### src/rtl/cc_miss_request_unit.sv
`default_nettype none
// +----------------------------------------------------------------------------+
// | Module   : cc_miss_request_unit                                            |
// | Desc     : Miss-path AR issue stage; pushes miss word address at AR accept |
// |            and tracks outstanding line fills to gate R-channel ready.      |
// | Revision : 1.0  initial release                                            |
// +----------------------------------------------------------------------------+
module cc_miss_request_unit #(
   parameter logic [3:0] ARID            = 4'd0,
   parameter int         MAX_OUTSTANDING = 2
) (
   input  logic        clk,
   input  logic        rst_n,
   input  logic        miss_req_valid_i,
   input  logic [31:0] miss_req_addr_i,
   output logic        miss_req_ready_o,
   output logic        mem_arvalid_o,
   input  logic        mem_arready_i,
   output logic [31:0] mem_araddr_o,
   output logic [3:0]  mem_arlen_o,
   output logic [2:0]  mem_arsize_o,
   output logic [1:0]  mem_arburst_o,
   output logic [3:0]  mem_arid_o,
   input  logic        mem_rvalid_i,
   input  logic        mem_rlast_i,
   output logic        mem_rready_o,
   input  logic        miss_addr_fifo_full_i,
   output logic        miss_addr_fifo_wren_o,
   output logic [28:0] miss_addr_fifo_wdata_o
);

   localparam int              CNT_W     = $clog2(MAX_OUTSTANDING + 1);
   localparam logic [CNT_W-1:0] C_MAX_OUT = CNT_W'(MAX_OUTSTANDING);
   localparam logic [CNT_W-1:0] C_ONE     = CNT_W'(1);

   typedef enum logic [0:0] {
      ST_IDLE = 1'b0,
      ST_REQ  = 1'b1
   } state_t;

   state_t             r_state;
   state_t             w_state_nxt;
   logic [28:0]        r_addr_q;
   logic [CNT_W-1:0]   r_out_cnt;
   logic               w_accept;
   logic               w_ar_hs;
   logic               w_r_done;

   // Burst shape is fixed: 8 x 8-byte beats, WRAP, critical word first.
   assign mem_arlen_o   = 4'd7;
   assign mem_arsize_o  = 3'd3;
   assign mem_arburst_o = 2'b10;
   assign mem_arid_o    = ARID;
   assign mem_araddr_o  = {r_addr_q, 3'b000};

   assign w_accept = miss_req_valid_i & miss_req_ready_o;
   assign w_ar_hs  = mem_arvalid_o & mem_arready_i;
   assign w_r_done = mem_rvalid_i & mem_rready_o & mem_rlast_i;

   // Push needs no full check: full was sampled at accept and only we push.
   assign miss_addr_fifo_wren_o  = w_ar_hs;
   assign miss_addr_fifo_wdata_o = r_addr_q;

   assign mem_rready_o = (r_out_cnt != '0);

   always_ff @(posedge clk) begin
      if (!rst_n) begin
         r_state <= ST_IDLE;
      end else begin
         r_state <= w_state_nxt;
      end
   end

   always_comb begin
      w_state_nxt      = r_state;
      miss_req_ready_o = 1'b0;
      mem_arvalid_o    = 1'b0;
      case (r_state)
         ST_IDLE: begin
            miss_req_ready_o = !miss_addr_fifo_full_i && (r_out_cnt < C_MAX_OUT);
            if (miss_req_valid_i && miss_req_ready_o) begin
               w_state_nxt = ST_REQ;
            end
         end
         ST_REQ: begin
            mem_arvalid_o = 1'b1;
            if (mem_arready_i) begin
               w_state_nxt = ST_IDLE;
            end
         end
         default: begin
            w_state_nxt = ST_IDLE;
         end
      endcase
   end

   always_ff @(posedge clk) begin
      if (!rst_n) begin
         r_addr_q <= '0;
      end else if (w_accept) begin
         r_addr_q <= miss_req_addr_i[31:3];
      end
   end

   // r_done implies rready, so the count is never zero on a decrement.
   always_ff @(posedge clk) begin
      if (!rst_n) begin
         r_out_cnt <= '0;
      end else begin
         case ({w_ar_hs, w_r_done})
            2'b10:   r_out_cnt <= r_out_cnt + C_ONE;
            2'b01:   r_out_cnt <= r_out_cnt - C_ONE;
            default: r_out_cnt <= r_out_cnt;
         endcase
      end
   end

endmodule
`default_nettype wire
### config.mk
export PLATFORM = sky130hd
export DESIGN_NAME = cc_miss_request_unit
export DESIGN_NICKNAME = d
export VERILOG_FILES = /design/src/rtl/cc_miss_request_unit.sv
export SDC_FILE = /design/constraint.sdc
export NUM_CORES = 1
export LEC_CHECK = 0
export ABC_AREA = 1
export CAP_MARGIN = 0
export CORE_ASPECT_RATIO = 0.7
export CORE_MARGIN = 5
export CORE_UTILIZATION = 35
export CTS_CLUSTER_DIAMETER = 60
export DETAILED_ROUTE_END_ITERATION = 8
export PLACE_DENSITY = 0.85
export SKIP_LAST_GASP = 1
export SLEW_MARGIN = 0
export SYNTH_ARGS = -nofsm -noshare
export SYNTH_HDL_FRONTEND = slang
export SYNTH_SLANG_ARGS = --single-unit
### constraint.sdc
create_clock -name clk -period 2.2 [get_ports clk]
set_input_delay 0.44 -clock clk [delete_from_list [all_inputs] [get_ports clk]]
set_output_delay 0.44 -clock clk [all_outputs]
set_load 0.1 [all_outputs]
# After elaboration in Yosys (flattened, before gate mapping)
# Index checks and enable logic that the tools add are counted.
dict set report word_totals {
  register_bits 32
  in_bits 39
  output_inout_bits 78
  wordCells 24
}
dict set report op_classes {
  addsub 2
  order_cmp 1
  n_eq_ne 2
  n_mux 6
  n_bitwise 5
  n_reduce_logical 5
}
# op count
set op_table {}
lappend op_table {{$and 1x1->1} 4}
lappend op_table {{$mux 1} 4}
lappend op_table {{$pmux 2 s2} 1}
lappend op_table {{$reduce_bool 2->1} 2}
lappend op_table {{$add 2x1->2 const B} 1}
lappend op_table {{$eq 2x1->1 const B} 1}
lappend op_table {{$eq 2x2->1 const B} 1}
lappend op_table {{$logic_and 1x1->1} 2}
lappend op_table {{$lt 2x2->1 const B} 1}
lappend op_table {{$pmux 1 s2} 1}
lappend op_table {{$sub 2x1->2 const B} 1}
lappend op_table {{$logic_not 1->1} 1}
lappend op_table {{$not 1->1} 1}

# Depth between registers and ports, before layout
# Gate-level depths: netlist of run 1.
dict set report depth {
  word_depth 5
  ltp_mapped 8
  mapped_depth_nobuf 8
}

# Worst setup path before layout of run 1
# No wires, ideal clock.
dict set report synth_timing {
  path_kind {reg2out}
  startpoint {reg r_state}
  endpoint {out miss_req_ready_o}
  t_arrival_ns 2.870
  required_time_ns 1.760
  path_slack_ns -1.110
  path_stages_with_launch 2
  n_path_buf 0
  path_cell_list {dfxtp_1 -> nor3_1}
}
dict set report synth_via {
  elab_chain_len 1
}
# element line_no
set synth_rtl {}
lappend synth_rtl {{start, declared} 41} ;# state_t r_state;
lappend synth_rtl {{start signal, assigned} 70} ;# r_state <= w_state_nxt;
lappend synth_rtl {{$mux 1} 78} ;# case (r_state)
lappend synth_rtl {{end, declared} 16} ;# output logic miss_req_ready_o,
# No other way between the ends.

# Worst setup path after layout of run 1
dict set report layout_timing {
  startpoint {in miss_addr_fifo_full_i}
  endpoint {out miss_req_ready_o}
}
dict set report layout_via {
  elab_chain_len 3
}
# element line_no
set layout_rtl {}
lappend layout_rtl {{start, declared} 27} ;# input logic miss_addr_fifo_full_i,
lappend layout_rtl {{$logic_not 1->1} 80} ;# miss_req_ready_o = !miss_addr_fifo_full_i && (r_out_cnt < C_MAX_OUT);
lappend layout_rtl {{$logic_and 1x1->1} 80}
lappend layout_rtl {{$mux 1} 78}
# No other way between the ends.

==> results of run 1 <==
[through the flow]
stage	power, W	cell area, µm²	cells
after global routing	0.00235	2460	398
after CTS	0.00228	2460	398
after floorplan	0.00157	1780	274
after global placement	0.00171	2360	390
final	0.00225	2460	398
after detailed placement	0.00173	2360	390
[cell usage after synthesis]
cell	count	share of area, %
nor2_1	65	14
inv_1	35	7.7
buf_4	45	20
nand4_1	1	0.37
clkbuf_1	2	0.44
buf_1	1	0.22
buf_2	4	1.2
dfxtp_1	32	37
o21ai_0	1	0.29
ha_1	1	0.73
nand3_2	1	0.58
or2_2	1	0.37
a21boi_1	1	0.44
conb_1	2	0.44
nand2_1	64	14
a21oi_1	1	0.29
nor3_1	1	0.29
buf_6	2	1.3
[layer usage]
layer / vias up / routed length, µm / global-route usage [%]
met5: - / 0 / 0
met4: 0 / 13 / 3.78
li1: 824 / - / -
met2: 62 / 2000 / 24.2
met3: 2 / 390 / 4.99
met1: 651 / 1630 / 13.0
[report_power, final]
part	internal, W	switching [W]	leakage [nW]
registers	0.000622	0.0000347	0.264
clock network	0.000336	0.000203	0.0552
logic	0.000208	0.000844	1.03
total	0.00117	0.00108	1.35
[cells by family (layout without fill, tap and decap cells)]
logic type	after synthesis	count (layout)	synth area share, %
simple gates	133	133	29.9
buf+inv	89	144	30.5
other cells	2	16	0.438
flops	32	32	37.4
fa+ha+maj	1	1	0.730
compound gates	3	3	1.02
[worst paths after layout]
| path | slack (ns) | cells past startpoint | end | startpoint |
|---|---|---|---|---|
| worst max-delay path | 0.48 | 3 | miss_req_ready_o | miss_addr_fifo_full_i |
| worst min-delay path | 0.52 | 1 | r_out_cnt[0] | r_out_cnt[0] |
| worst max register to register | 0.88 | 8 | r_out_cnt[1] | r_out_cnt[1] |
| worst min register to register | 0.52 | 1 | r_out_cnt[0] | r_out_cnt[0] |
[sequential cells by signal (all words and copies together) (netlist names)]
signal / count
r_out_cnt: 2
r_state: 1
miss_addr_fifo_wdata_o: 29
[layout make-up]
type	instances	area share, %
Inverter	35	5.33
Sequential cell	32	26.1
Clock buffer	6	2.95
Tap cell	69	3.50
Timing Repair Buffer	101	35.9
Multi-Input combinational cell	153	24.9
Clock inverter	2	1.42
[critical path, delay by kind of cell]
kind | cells | cell delay, ns
buffers and inverters | 2 | 0.66
and+or+nand+nor | 1 | 0.17
==> flow_summary.toml, run 1 <==
[global_route]
grt_antenna_before_repair = 0
overflow = 0
grt_pass1_vias = 1493
gr-usage-all-layers_pct = 12.7
grt_max_degree = 43
grt_pass1_wl_mm = 6.46

[placement]
hpwl_mm = 3.20
place_ws_ns = 0.470
port_buffers = 97
gp_congestion = 0.632

[route]
drc = 0
drtAntennaViolNets = 0
first_iter_violations = 42
post_drt_wl_per_cell_um = 10.1
viasPerCell = 3.87
dr.pass1.iters = 4
vias = 1539
routed_wl_mm = 4.03

[yosys]
syn_area_um2 = 1710
ys_warn_count = 0
ys_ff_latch = 32
synth_cells = 260
postSynthAreaPerCell_um2 = 6.59
seq_area_frac_synth_pct = 37.4
yosysUniqueCellTypes = 18

[sta]
setup_viol = 0
slew_violations = 0
final.period_utilization_pct = 78.0
setup_slack_ns = 0.483
hold_viol = 0
period_minus_slack_ns = 1.72
max_freq_ghz = 0.582
holdWs_ns = 0.518
clock_skew_ns = 0.00908
rsz0062_at_grt = "false"
finalSetupTns_ns = 0

[worst_setup_path]
crit_path_max_fanout = 2
crit_type = "in -> out"
cp_slowest_cell = "clkdlybuf4s50_1"
worst-endpoint-required_ns = 1.76
worstSetupEndpointType = "output port"
crit_chain = "clkdlybuf4s50_1 > nor3_4 > buf_12"
crit_path_start_kind = "primary input"
crit_arrival_ns = 1.28
cpPeakStageDelay_ns = 0.46

[final_layout]
final_cell_mix = "nor2_1, nand2_1, buf_4"
drive_above_1_share_pct = 23.4
seqCellArea_um2 = 642
antennaDiodeCount = 0
fin_util_pct = 51.8
final_nets = 368
syn2layout_area_growth_pct = 43.8
layout_commonest_cell = "nor2_1"
nFillCells = 478
multi_input_area_um2 = 613

[clock_tree]
clock-root-buffer = "clkbuf_8"
cts_tree = "built"
postCtsHoldBufs = 0
path_clk_slew_ns = 0.06
clock_sinks = 32
cts_max_path_buffers = 2
cts_max_level = 2
cts_made_buffers = 5
clk_latency_ns = 0.28
ctsResizeCount = 0
cts_setup_buffers = 0

[status]
status = "finished, final reports clean"

[die]
fp.dieH_um = 68.5
io_pins = 117
die-area_um2 = 6420
row_count = 21
die_x_um = 93.6
core_area_um2 = 4760
start_util_pct = 36.0

[flow_run]
drv_cap = 0

[power_and_ir_drop]
ir_worst_vdd_v = 0.000340
leakagePower_nw = 1.35
power_density_nw_per_um2 = 912

[min_path]
hp-class = "reg -> reg"
(Power assumes the default switching activity.)
==> run 2, diff against run 1 <==
==> constraint.sdc (replaced) <==
create_clock -name clk -period 1.7 [get_ports clk]
set_input_delay 0.34 -clock clk [delete_from_list [all_inputs] [get_ports clk]]
set_output_delay 0.34 -clock clk [all_outputs]
set_load 0.1 [all_outputs]
==> flow_summary.toml, run 2 (synthesis results as in run 1) <==
[min_path]
whs_path_depth = 1
hp-start = "r_out_cnt[0]"
hp-class = "reg -> reg"
hold_end = "r_out_cnt[0]"

[clock_tree]
ctsResizeCount = 0
cts_max_level = 2
cts_tree = "built"
clock-root-buffer = "clkbuf_8"
cts_made_buffers = 5
cts_setup_buffers = 0
postCtsHoldBufs = 0
clk_latency_ns = 0.27
clock_sinks = 32
cts_max_path_buffers = 2
path_clk_slew_ns = 0.06

[worst_setup_path]
reg2reg_depth = 8
worstSetupEndpointType = "output port"
worst-endpoint-required_ns = 1.36
crit_arrival_ns = 1.20
r2r-start = "r_out_cnt[1]"
r2r_end = "r_out_cnt[1]"
crit_path_start_kind = "primary input"
crit_type = "in -> out"
crit_path_max_fanout = 2
r2r_setup_slack_ns = 0.37

[power_and_ir_drop]
switchingPower_w = 0.00146
ir_worst_vdd_v = 0.000640
internal_power_w = 0.00186
p_comb_share_pct = 48.9
swShare_pct = 44.0
power_frac_seq_pct = 27.6
pwr-share-clk_pct = 23.5
power_density_nw_per_um2 = 1020
leakagePower_nw = 1.55

[sta]
setup_viol = 0
final.period_utilization_pct = 90.5
hold_viol = 0
rsz0062_at_grt = "false"
period_minus_slack_ns = 1.54
max_freq_ghz = 0.650
slew_violations = 0
finalSetupTns_ns = 0
clock_skew_ns = 0.00385

[route]
first_iter_violations = 23
vias = 1603
post_drt_wl_per_cell_um = 11.1
drc = 0
drtAntennaViolNets = 0
routed_wl_mm = 4.41
dr.pass1.iters = 5
viasPerCell = 4.04

[die]
core_area_um2 = 4760
row_count = 21
die_x_um = 93.6
start_util_pct = 36.0
io_pins = 117
die-area_um2 = 6420
fp.dieH_um = 68.5

[final_layout]
largest_reg_flops = 29
syn2layout_area_growth_pct = 90.6
drive_above_1_share_pct = 32.6
antennaDiodeCount = 0
fin_util_pct = 68.7
layout_commonest_cell = "nor2_1"
nFillCells = 372
final_nets = 367
final_cell_mix = "nor2_1, nand2_1, buf_12"

[global_route]
grt_antenna_before_repair = 0
grt_pass1_wl_mm = 6.72
grt_pass1_vias = 1484
overflow = 0
grt_max_degree = 60
gr-usage-all-layers_pct = 13.4

[placement]
hpwl_mm = 3.65
gp_congestion = 0.684
port_buffers = 97

[flow_run]
drv_cap = 0

[status]
status = "finished, final reports clean"
-- run 2: final cells by class --
class | instances | area, µm² | share of cell area (%)
timing repair buffer | 100 | 1630 | 49.8
sequential | 32 | 678 | 20.8
multi-input combinational | 153 | 613 | 18.8
inverter | 35 | 135 | 4.14
clock buffer | 7 | 96.3 | 2.95
tap | 69 | 86.3 | 2.64
clock inverter | 1 | 30.0 | 0.920
-- run 2: routing by layer --
layer  wire [µm]  track usage [%]  share of wire (%)  up-vias
li1            -                -                  -      820
met1        1770             14.8                 40      700
met2        2220             24.8                 50       78
met3         388             4.66                8.8        5
met4          30             3.78               0.68        0
met5           0                0                  0        -
-- run 2: metrics by stage --
step	total power (W)	hold slack [ns]	worst slack, ns	instances	instance area [µm²]
global placement	0.00254	0.489	0.0483	389	3140
floorplan	0.00205	0.467	0.0109	274	1820
global route	0.00344	0.571	0.124	397	3270
finish	0.00332	0.520	0.162	397	3270
detailed placement	0.00257	0.509	0.0194	389	3140
CTS	0.00336	0.525	0.157	397	3270
-- run 2: critical path, cell delays in order --
cell and delay, ns:
clkdlybuf4s50_1 0.47, nand2_1 0.11, clkinvlp_4 0.11, buf_12 0.17
-- run 2: power by group through the flow --
stage / clock network, W / logic, W / registers [W]
after detailed placement: 0 / 0.00163 / 0.000935
after CTS: 0.000809 / 0.00163 / 0.000920
final: 0.000781 / 0.00162 / 0.000918
after floorplan: 0 / 0.000801 / 0.00125
after global routing: 0.000840 / 0.00167 / 0.000927
after global placement: 0 / 0.00161 / 0.000931
-- run 2: worst max path at each step --
stage | startpoint | to | slack (ns) | cells past startpoint
3_3_place_gp | mem_arready_i | r_out_cnt[1] | 0.05 | 8
4_1_cts | mem_arready_i | miss_addr_fifo_wren_o | 0.16 | 4
6_report | mem_arready_i | miss_addr_fifo_wren_o | 0.16 | 4
2_1_floorplan | r_state | miss_req_ready_o | 0.01 | 1
3_5_place_dp | mem_arready_i | r_out_cnt[1] | 0.02 | 8
5_1_grt | mem_arready_i | miss_addr_fifo_wren_o | 0.12 | 4
